[src/rtl/vend_pkg.sv]
// Shared constants, coin encodings and FSM state type for the vending session arbiter.
package vend_pkg;

  localparam logic [1:0] COIN_NONE = 2'b00;
  localparam logic [1:0] COIN_5    = 2'b01;
  localparam logic [1:0] COIN_10   = 2'b10;

  localparam int unsigned PRICE   = 15;
  localparam int unsigned TIMER_W = 8;

  typedef enum logic [1:0] {
    IDLE  = 2'd0,
    SERVE = 2'd1,
    DONE  = 2'd2,
    ABORT = 2'd3
  } state_e;

  // Only 5 and 10 count as money; 11 is treated like an empty slot.
  function automatic logic coin_valid(input logic [1:0] code);
    return (code == COIN_5) || (code == COIN_10);
  endfunction

endpackage

[src/rtl/vend_session_arbiter_rr.sv]
// Combinational round-robin picker: first requester at or after ptr, wrapping.
module rr_arbiter
  import vend_pkg::*;
#(
  parameter  int unsigned N_REQ = 4,
  localparam int unsigned IW    = $clog2(N_REQ)
) (
  input  logic [N_REQ-1:0] req,
  input  logic [IW-1:0]    ptr,
  output logic [N_REQ-1:0] pick_c,
  output logic [IW-1:0]    pick_idx_c,
  output logic             pick_valid_c
);

  int unsigned slot;

  always_comb begin
    pick_c       = '0;
    pick_idx_c   = '0;
    pick_valid_c = 1'b0;
    slot         = 0;
    for (int unsigned k = 0; k < N_REQ; k++) begin
      slot = 32'(ptr) + k;
      if (slot >= N_REQ) slot = slot - N_REQ;
      if (!pick_valid_c && req[IW'(slot)]) begin
        pick_valid_c = 1'b1;
        pick_idx_c   = IW'(slot);
      end
    end
    pick_c[pick_idx_c] = pick_valid_c;
  end

endmodule

[src/rtl/vend_session_arbiter.sv]
// Time-shares one vending core among N_REQ coin slots with round-robin grants,
// coin forwarding, completion reporting and timeout/abandon aborts.
module vend_session_arbiter
  import vend_pkg::*;
#(
  parameter  int unsigned N_REQ   = 4,
  parameter  int unsigned TIMEOUT = 16,
  localparam int unsigned IW      = $clog2(N_REQ)
) (
  input  logic               clk,
  input  logic               rst,
  input  logic [N_REQ-1:0]   req,
  input  logic [2*N_REQ-1:0] coin,
  output logic [N_REQ-1:0]   grant,
  output logic               busy,
  output logic               done,
  output logic [IW-1:0]      done_id,
  output logic [1:0]         done_change,
  output logic               abort,
  output logic [1:0]         vm_in,
  input  logic               vm_out,
  input  logic [1:0]         vm_change,
  output logic               vm_rst
);

  state_e state, state_d;

  logic [IW-1:0]      ptr, ptr_d;
  logic [IW-1:0]      gidx, gidx_d;
  logic [TIMER_W-1:0] timer, timer_d;

  logic [N_REQ-1:0] grant_d;
  logic             busy_d, done_d, abort_d, vm_rst_d;
  logic [IW-1:0]    done_id_d;
  logic [1:0]       done_change_d, vm_in_d;

  logic [N_REQ-1:0] pick_c;
  logic [IW-1:0]    pick_idx_c;
  logic             pick_valid_c;
  logic [1:0]       gcoin_c;
  logic             gcoin_ok_c;
  logic             timed_out_c;

  rr_arbiter #(.N_REQ(N_REQ)) u_rr (
    .req          (req),
    .ptr          (ptr),
    .pick_c       (pick_c),
    .pick_idx_c   (pick_idx_c),
    .pick_valid_c (pick_valid_c)
  );

  // Only the granted slot's coin lane is ever looked at.
  assign gcoin_c     = coin[{gidx, 1'b0} +: 2];
  assign gcoin_ok_c  = coin_valid(gcoin_c);
  assign timed_out_c = (timer == TIMER_W'(TIMEOUT));

  // State register
  always_ff @(posedge clk) begin
    if (rst) state <= IDLE;
    else     state <= state_d;
  end

  // Next-state logic; a dispense pulse beats both timeout and req drop.
  always_comb begin
    state_d = state;
    case (state)
      IDLE:  if (pick_valid_c) state_d = SERVE;
      SERVE: begin
        if (vm_out)                          state_d = DONE;
        else if (!req[gidx] || timed_out_c)  state_d = ABORT;
      end
      DONE:    state_d = IDLE;
      ABORT:   state_d = IDLE;
      default: state_d = IDLE;
    endcase
  end

  // Next values of registered outputs and datapath
  always_comb begin
    grant_d       = '0;
    busy_d        = (state_d != IDLE);
    done_d        = 1'b0;
    abort_d       = 1'b0;
    vm_rst_d      = 1'b0;
    vm_in_d       = COIN_NONE;
    done_id_d     = done_id;
    done_change_d = done_change;
    gidx_d        = gidx;
    timer_d       = timer;
    ptr_d         = ptr;
    case (state)
      IDLE: begin
        if (pick_valid_c) begin
          grant_d = pick_c;
          gidx_d  = pick_idx_c;
          timer_d = '0;
        end
      end
      SERVE: begin
        if (state_d == SERVE) begin
          grant_d = grant;
          vm_in_d = gcoin_ok_c ? gcoin_c : COIN_NONE;
          timer_d = gcoin_ok_c ? '0 : timer + TIMER_W'(1);
        end else if (state_d == DONE) begin
          done_d        = 1'b1;
          done_id_d     = gidx;
          done_change_d = vm_change;
        end else begin
          abort_d   = 1'b1;
          vm_rst_d  = 1'b1;
          done_id_d = gidx;
        end
      end
      DONE, ABORT: begin
        ptr_d   = (gidx == IW'(N_REQ - 1)) ? '0 : gidx + IW'(1);
        timer_d = '0;
      end
      default: ;
    endcase
  end

  // Output and datapath registers
  always_ff @(posedge clk) begin
    if (rst) begin
      grant       <= '0;
      busy        <= 1'b0;
      done        <= 1'b0;
      abort       <= 1'b0;
      vm_rst      <= 1'b0;
      vm_in       <= COIN_NONE;
      done_id     <= '0;
      done_change <= '0;
      gidx        <= '0;
      timer       <= '0;
      ptr         <= '0;
    end else begin
      grant       <= grant_d;
      busy        <= busy_d;
      done        <= done_d;
      abort       <= abort_d;
      vm_rst      <= vm_rst_d;
      vm_in       <= vm_in_d;
      done_id     <= done_id_d;
      done_change <= done_change_d;
      gidx        <= gidx_d;
      timer       <= timer_d;
      ptr         <= ptr_d;
    end
  end

endmodule

[config.mk]
export PLATFORM = sky130hd
export DESIGN_NAME = vend_session_arbiter
export DESIGN_NICKNAME = d
export VERILOG_FILES = /design/src/rtl/vend_pkg.sv /design/src/rtl/vend_session_arbiter_rr.sv /design/src/rtl/vend_session_arbiter.sv
export SDC_FILE = /design/constraint.sdc
export NUM_CORES = 1
export LEC_CHECK = 0
export CORE_MARGIN = 3
export CORE_UTILIZATION = 30
export DETAILED_ROUTE_END_ITERATION = 6
export GPL_TIMING_DRIVEN = 1
export SLEW_MARGIN = 20
export SYNTH_ARGS = -nofsm -noshare
export SYNTH_HDL_FRONTEND = slang
export SYNTH_HIERARCHICAL = 1
export SYNTH_SLANG_ARGS = --single-unit
[constraint.sdc]
create_clock -name clk -period 2.4 [get_ports clk]
set_input_delay 0.72 -clock clk [delete_from_list [all_inputs] [get_ports clk]]
set_output_delay 0.72 -clock clk [all_outputs]
set_load 0.01 [all_outputs]
# Yosys cells after proc, flatten, opt, wreduce, memory -nomap -nowiden
# Index checks and enable logic that the tools add are counted.
dict set report op_classes {
  n_eq_ne 12
  shifts 1
  magnitude_cmp 11
  n_addsub 9
  bitwise_logic 4
  n_reduce_logical 19
  mux 38
}
# op count
set ops {}
lappend ops {{two-way mux 2 bit} 12}
lappend ops {{two-way mux 8 bit} 3}
lappend ops {{case mux 8 bit (3 select lines)} 1}
lappend ops {{less-than comparator 2 x 3 -> 1 bit (second input constant)} 6}
lappend ops {{two-way mux 1 bit} 12}
lappend ops {{binary-select mux 1 bit (select 2 bit)} 5}
lappend ops {{equality test 2 bit (second input constant)} 5}
lappend ops {{>= comparator 3 bit (second input constant)} 3}
lappend ops {{adder 8 x 1 -> 8 bit (second input constant)} 1}
lappend ops {{equality test 8 x 5 -> 1 bit (second input constant)} 1}
lappend ops {{two-way mux 4 bit} 2}
lappend ops {{case mux 4 bit (2 select lines)} 1}
lappend ops {{indexed part select 8 x 4 -> 2 bit} 1}
lappend ops {{subtractor 2 x 1 -> 2 bit (second input constant)} 4}
lappend ops {{adder 2 x 2 -> 3 bit (second input constant)} 2}
lappend ops {{equality test 2 x 1 -> 1 bit (second input constant)} 3}
lappend ops {{!= test 2 bit (second input constant)} 3}
lappend ops {{case mux 2 bit (3 select lines)} 1}
lappend ops {{AND reduction 2 bit} 3}
lappend ops {{bitwise AND 4 bit} 1}
lappend ops {{logical AND 1 bit} 4}
lappend ops {{logical NOT 1 bit} 4}
lappend ops {{OR reduction 4 bit} 1}
lappend ops {{adder 2 x 1 -> 3 bit (second input constant)} 1}
lappend ops {{other kinds (11)} 14}
dict set report word_totals {
  ff_bits 27
  out_inout_bits 14
  word_cells 105
}

# Longest topological paths before layout
dict set report logic_depth {
  depth_word 21
  mapped_depth 7
  ltp_nobuf 6
}

# Modules after synthesis
# Netlist, hierarchy kept.
# mod area_each_um2 seq_area_each_um2 instances cells_each
set by_module_without_submodules {}
lappend by_module_without_submodules {vend_session_arbiter 1312.5 540.5 1 138}
lappend by_module_without_submodules {rr_arbiter 182.7 0.0 1 32}

# Worst setup path after synthesis
# Ideal clock, no wire load.
dict set report synth_timing {
  path_kind {input to register}
  start {in req[1]}
  end {reg timer[3]}
  n_path_buf 1
  stages 7
  arrival_ps 1884
  path_slack_ps 440
  required_ps 2324
  cell_sequence {buf_2 -> nor2_1 -> nand2_1 -> nand2b_1 -> nor3b_1 -> a32oi_1 -> o22ai_1}
}
dict set report synth_between {
  elab_chain_cells 17
  elab_cells_between_ends 30
  cone_classes {eq/ne (3); mux (18); reduce/logical (9)}
}
# element line
set synth_rtl {}
lappend synth_rtl {{start: declaration} vend_session_arbiter.sv:12} ;# input logic [N_REQ-1:0] req,
lappend synth_rtl {{binary-select mux 1 bit (select 2 bit)} vend_session_arbiter_rr.sv:25} ;# if (!pick_valid_c && req[IW'(slot)]) begin
lappend synth_rtl {{two-way mux 1 bit (implied by the code)} vend_session_arbiter_rr.sv:25}
lappend synth_rtl {{two-way mux 1 bit} vend_session_arbiter_rr.sv:25}
lappend synth_rtl {{logical NOT 1 bit} vend_session_arbiter_rr.sv:25}
lappend synth_rtl {{logical AND 1 bit} vend_session_arbiter_rr.sv:25}
lappend synth_rtl {{two-way mux 1 bit} vend_session_arbiter_rr.sv:25}
lappend synth_rtl {{logical NOT 1 bit} vend_session_arbiter_rr.sv:25}
lappend synth_rtl {{logical AND 1 bit} vend_session_arbiter_rr.sv:25}
lappend synth_rtl {{(+2 left out)} -}
lappend synth_rtl {{logical AND 1 bit} vend_session_arbiter_rr.sv:25}
lappend synth_rtl {{two-way mux 1 bit (*)} vend_session_arbiter_rr.sv:25}
lappend synth_rtl {{via pick_valid_c} vend_session_arbiter.sv:39} ;# logic pick_valid_c;
lappend synth_rtl {{two-way mux 2 bit} vend_session_arbiter.sv:67} ;# IDLE: if (pick_valid_c) state_d = SERVE;
lappend synth_rtl {{case mux 2 bit (3 select lines)} vend_session_arbiter.sv:66} ;# case (state)
lappend synth_rtl {{equality test 2 x 1 -> 1 bit} vend_session_arbiter.sv:100} ;# if (state_d == SERVE) begin
lappend synth_rtl {{!= test 2 bit (no source line)} -}
lappend synth_rtl {{AND reduction 2 bit (no source line) (*)} -}
lappend synth_rtl {{end signal: assignment} vend_session_arbiter.sv:146} ;# timer <= timer_d;
lappend synth_rtl {{end: declaration} vend_session_arbiter.sv:30} ;# logic [TIMER_W-1:0] timer, timer_d;
# The timed path passes the listed nets; every way through them passes the cells marked *. The select of a mux whose other input is x is not followed.
# A chain may end at the register's enable or synchronous reset.

# Worst setup path in the final report
dict set report layout_timing {
  start {in req[3]}
  end {reg timer[2]}
}
dict set report layout_between {
  elab_chain_cells 17
  elab_cells_between_ends 30
  cone_classes {eq/ne (3); mux (18); reduce/logical (9)}
}
# element line
set layout_rtl {}
lappend layout_rtl {{binary-select mux 1 bit (select 2 bit)} vend_session_arbiter_rr.sv:25}
lappend layout_rtl {{two-way mux 1 bit (implied by the code)} vend_session_arbiter_rr.sv:25}
lappend layout_rtl {{two-way mux 1 bit} vend_session_arbiter_rr.sv:25}
lappend layout_rtl {{logical NOT 1 bit} vend_session_arbiter_rr.sv:25}
lappend layout_rtl {{logical AND 1 bit} vend_session_arbiter_rr.sv:25}
lappend layout_rtl {{two-way mux 1 bit} vend_session_arbiter_rr.sv:25}
lappend layout_rtl {{logical NOT 1 bit} vend_session_arbiter_rr.sv:25}
lappend layout_rtl {{logical AND 1 bit} vend_session_arbiter_rr.sv:25}
lappend layout_rtl {{two-way mux 1 bit} vend_session_arbiter_rr.sv:25}
lappend layout_rtl {{logical NOT 1 bit} vend_session_arbiter_rr.sv:25}
lappend layout_rtl {{logical AND 1 bit} vend_session_arbiter_rr.sv:25}
lappend layout_rtl {{two-way mux 1 bit} vend_session_arbiter_rr.sv:25}
lappend layout_rtl {{two-way mux 2 bit} vend_session_arbiter.sv:67}
lappend layout_rtl {{case mux 2 bit (3 select lines)} vend_session_arbiter.sv:66}
lappend layout_rtl {{equality test 2 x 1 -> 1 bit} vend_session_arbiter.sv:100}
lappend layout_rtl {{!= test 2 bit (no source line)} -}
lappend layout_rtl {{AND reduction 2 bit (no source line) (*)} -}
# Mark *: on every way between the ends. The rest lies on a longest branch, timed or not. The select of a mux whose other input is x is not followed.

==> run_results.csv <==
group,metric,value,unit
power,p_sw,269,uW
cts,clk_pin_slew,0.09,ns
floorplan,initial_core_util,0.314,
synthesis,syn_area,0.00150,sq mm
floorplan,boundaryPins,31,
sta,slew_viol_final,0,
grt,grt_pass1_vias,1212,
floorplan,dieArea,0.00587,sq mm
sta,fmax,481,MHz
job,cap_violations,0,
synthesis,synth_xor_area_frac,0.0234,
synthesis,synth_seq_cells,27,
synthesis,async_flop_share,0,
cts,cts_resized,0,
synthesis,yosysTopAreaCell,"dfxtp_1",
grt,grt_max_degree,19,
layout,final_core_util,0.408,
detailed_routing,post_drt_wl_per_cell,12.2,microns
place,dp_hpwl,2540,microns
detailed_routing,first_pass_iters,4,
sta,min_period,2.08,ns
setup_path,worst-endpoint-arrival,2.28,ns
place,port-buffer-count,30,
synthesis,syn-num-nets,190,
cts,clk_path_buf_depth,2,
layout,layout_commonest_cell,"clkdlybuf4s50_1",
cts,root_buffer,"clkbuf_8",
detailed_routing,vias,1330,
synthesis,synth_top_cell_area_share,0.362,
synthesis,yosys.cell_types.count,41,
cts,clock-sinks,27,
setup_path,r2r_cells,6,
setup_path,cp-start-kind,"input port",
sta,fin_crit_sh,0.866,
synthesis,yosysSeqAreaShare,0.362,
sta,worst_pin_slew,0.697,ns
detailed_routing,routed_wl,3320,microns
grt,overflow,0,
power,ir_drop,0.217,mV
layout,drive_gt1_frac,0.127,
setup_path,crit_required,2.60,ns
synthesis,synth-main-ff-cell,"dfxtp_1",
place,gp_routability_congestion,0.880,
sta,setup_tns,0,ns
power,p_clk_frac,0.265,
cts,htree_levels,1,
synthesis,yosys.area_share.adder,0.0251,
run_status,status,"finished, final reports clean",
cts,cts_setup_buffers,0,
detailed_routing,drc,0,
synthesis,synth_compound_area_frac,0.188,
layout,finalNetCount,225,
detailed_routing,via_per_inst,4.91,
power,p_per_area,500,mW/mm^2
sta,finalHoldViolCount,0,
synthesis,yosysWarnings,6,
floorplan,die_h,76.6,microns
floorplan,core_region_area,0.00475,sq mm
synthesis,synthMuxAreaShare,0.0870,
synthesis,synthCells,170,
cts,ctsHoldBuffers,0,
min_path,worstHoldPathType,"reg2reg",
floorplan,die_width,76.6,microns
sta,skew,0.00268,ns
synthesis,synth.area.top_cells,"dfxtp_1 36%, mux4_2 6.0%, a32oi_1 5.3%, nor2_1 4.8%, nand3_1 3.7%",
cts,cts_made_buffers,3,
sta,setup_viol,0,
layout,antenna_cells,0,
cts,cts_tree,"built",
setup_path,crit_type,"in2reg",
detailed_routing,dr.first_iter.drc_count,186,
min_path,min_path_cells,2,
floorplan,rows,25,
sta,rsz0062_at_grt,"no",
grt,antenna_found_initial,0,
synthesis,synth_edf_count,0,
power,p_sw_frac,0.278,
grt,track_usage,0.113,
setup_path,critPathMaxFanout,14,
power,seqPwrFrac,0.500,
cts,clkLatencyLatePin,0.27,ns
layout,area_growth,29.7,%
power,intPower,700,uW
detailed_routing,antenna_left,0,
setup_path,end_kind,"flop",
synthesis,synth-simple-area-share,0.236,
sta,maxSlewHeadroom,0.535,
layout,layout_common_cells,"30 x clkdlybuf4s50_1, 27 x dfxtp_1, 19 x nor2_1, 13 x inv_1",
power,combPwrFrac,0.235,
synthesis,synth_top_family_by_area,"simple AND/OR/NAND/NOR gates",
synthesis,syn_avg_cell_area,8.80,sq um
grt,grt_pass1_wl,5570,microns
power,cellLeakagePower,0.000656,uW
==> worst max-delay path: stages <==
cell,delay [ns]
clkdlybuf4s50_1,0.52
mux4_2,0.27
o211a_2,0.36
nand4_1,0.21
o211ai_1,0.20
==> cells by family after synthesis <==
kind of cell | count (synthesis)
muxes | 8
xor gates and xnor gates | 4
DFF | 27
AOI/OAI and AO/OA | 39
and+or+nand+nor | 65
adders and majority gates | 3
buffers and inverters | 24
==> flip-flops by register name (all words and copies together), names as in the netlist <==
register and flops:
timer 8, grant 4, done_change 2, done_id 2
gidx 2, ptr 2, state 2, vm_in 2
busy 1, done 1, vm_rst 1
==> layout make-up <==
class,count,area [sq um]
clock inverters,1,5.00
multi-input cells,119,837
flip-flops and latches,27,541
fillers,507,2820
inverters,13,48.8
repair buffers,41,383
clock buffers,3,41.3
well taps,67,83.8
==> metal layers <==
metal	up-vias	share of wire	GRT usage
met5	-	0	0
met4	0	0.016	0.0435
met3	6	0.031	0.0189
met2	26	0.46	0.175
met1	604	0.49	0.155
li1	694	-	-
==> metrics by stage <==
stage / cells / setup WS (ns) / instance area (sq um) / power [uW] / hold slack [ns]
after floorplan: 170 / 0.440 / 1500 / 633 / 0.471
after global routing: 271 / 0.180 / 1940 / 1020 / 0.483
after global placement: 267 / 0.0397 / 1890 / 723 / 0.448
after detailed placement: 267 / 0.0487 / 1890 / 723 / 0.454
after CTS: 271 / 0.324 / 1940 / 980 / 0.467
final: 271 / 0.322 / 1940 / 970 / 0.464
==> final timing paths <==
path	from	slack (ns)	endpoint
hold reg to reg	done_change[0]$_SDFFE_PP0P_	0.46	done_change[0]$_SDFFE_PP0P_
hold / removal	done_change[0]$_SDFFE_PP0P_	0.46	done_change[0]$_SDFFE_PP0P_
setup / recovery	req[3]	0.32	timer[2]$_SDFFE_PP0P_
setup reg to reg	timer[0]$_SDFFE_PP0P_	0.59	timer[2]$_SDFFE_PP0P_
==> cells in the mapped netlist, types with 2 or more instances <==
master and instances:
o21ai_0 5, nand3b_1 2, clkbuf_1 3, nor2b_1 2, dfxtp_1 27, ha_1 3
nor2_1 19, nand3_1 11, buf_6 2, nand4_1 4, mux4_2 4, nor3b_1 3
inv_1 13, xnor2_1 4, mux2i_1 4, buf_4 2, o22ai_1 5, a32oi_1 9
nand2_1 7, buf_2 3, nor3_1 4, nand2b_1 6, a211oi_1 2, a21oi_1 9
==> power by group through the flow <==
stage                     Sequential, uW  Clock (uW)  Combinational (uW)
after floorplan                      491           0                 142
after global placement               496           0                 227
after detailed placement             496           0                 227
after CTS                            486         266                 228
after global routing                 488         283                 249
final                                485         257                 228
Note: power is estimated with default switching activity, not from simulation.
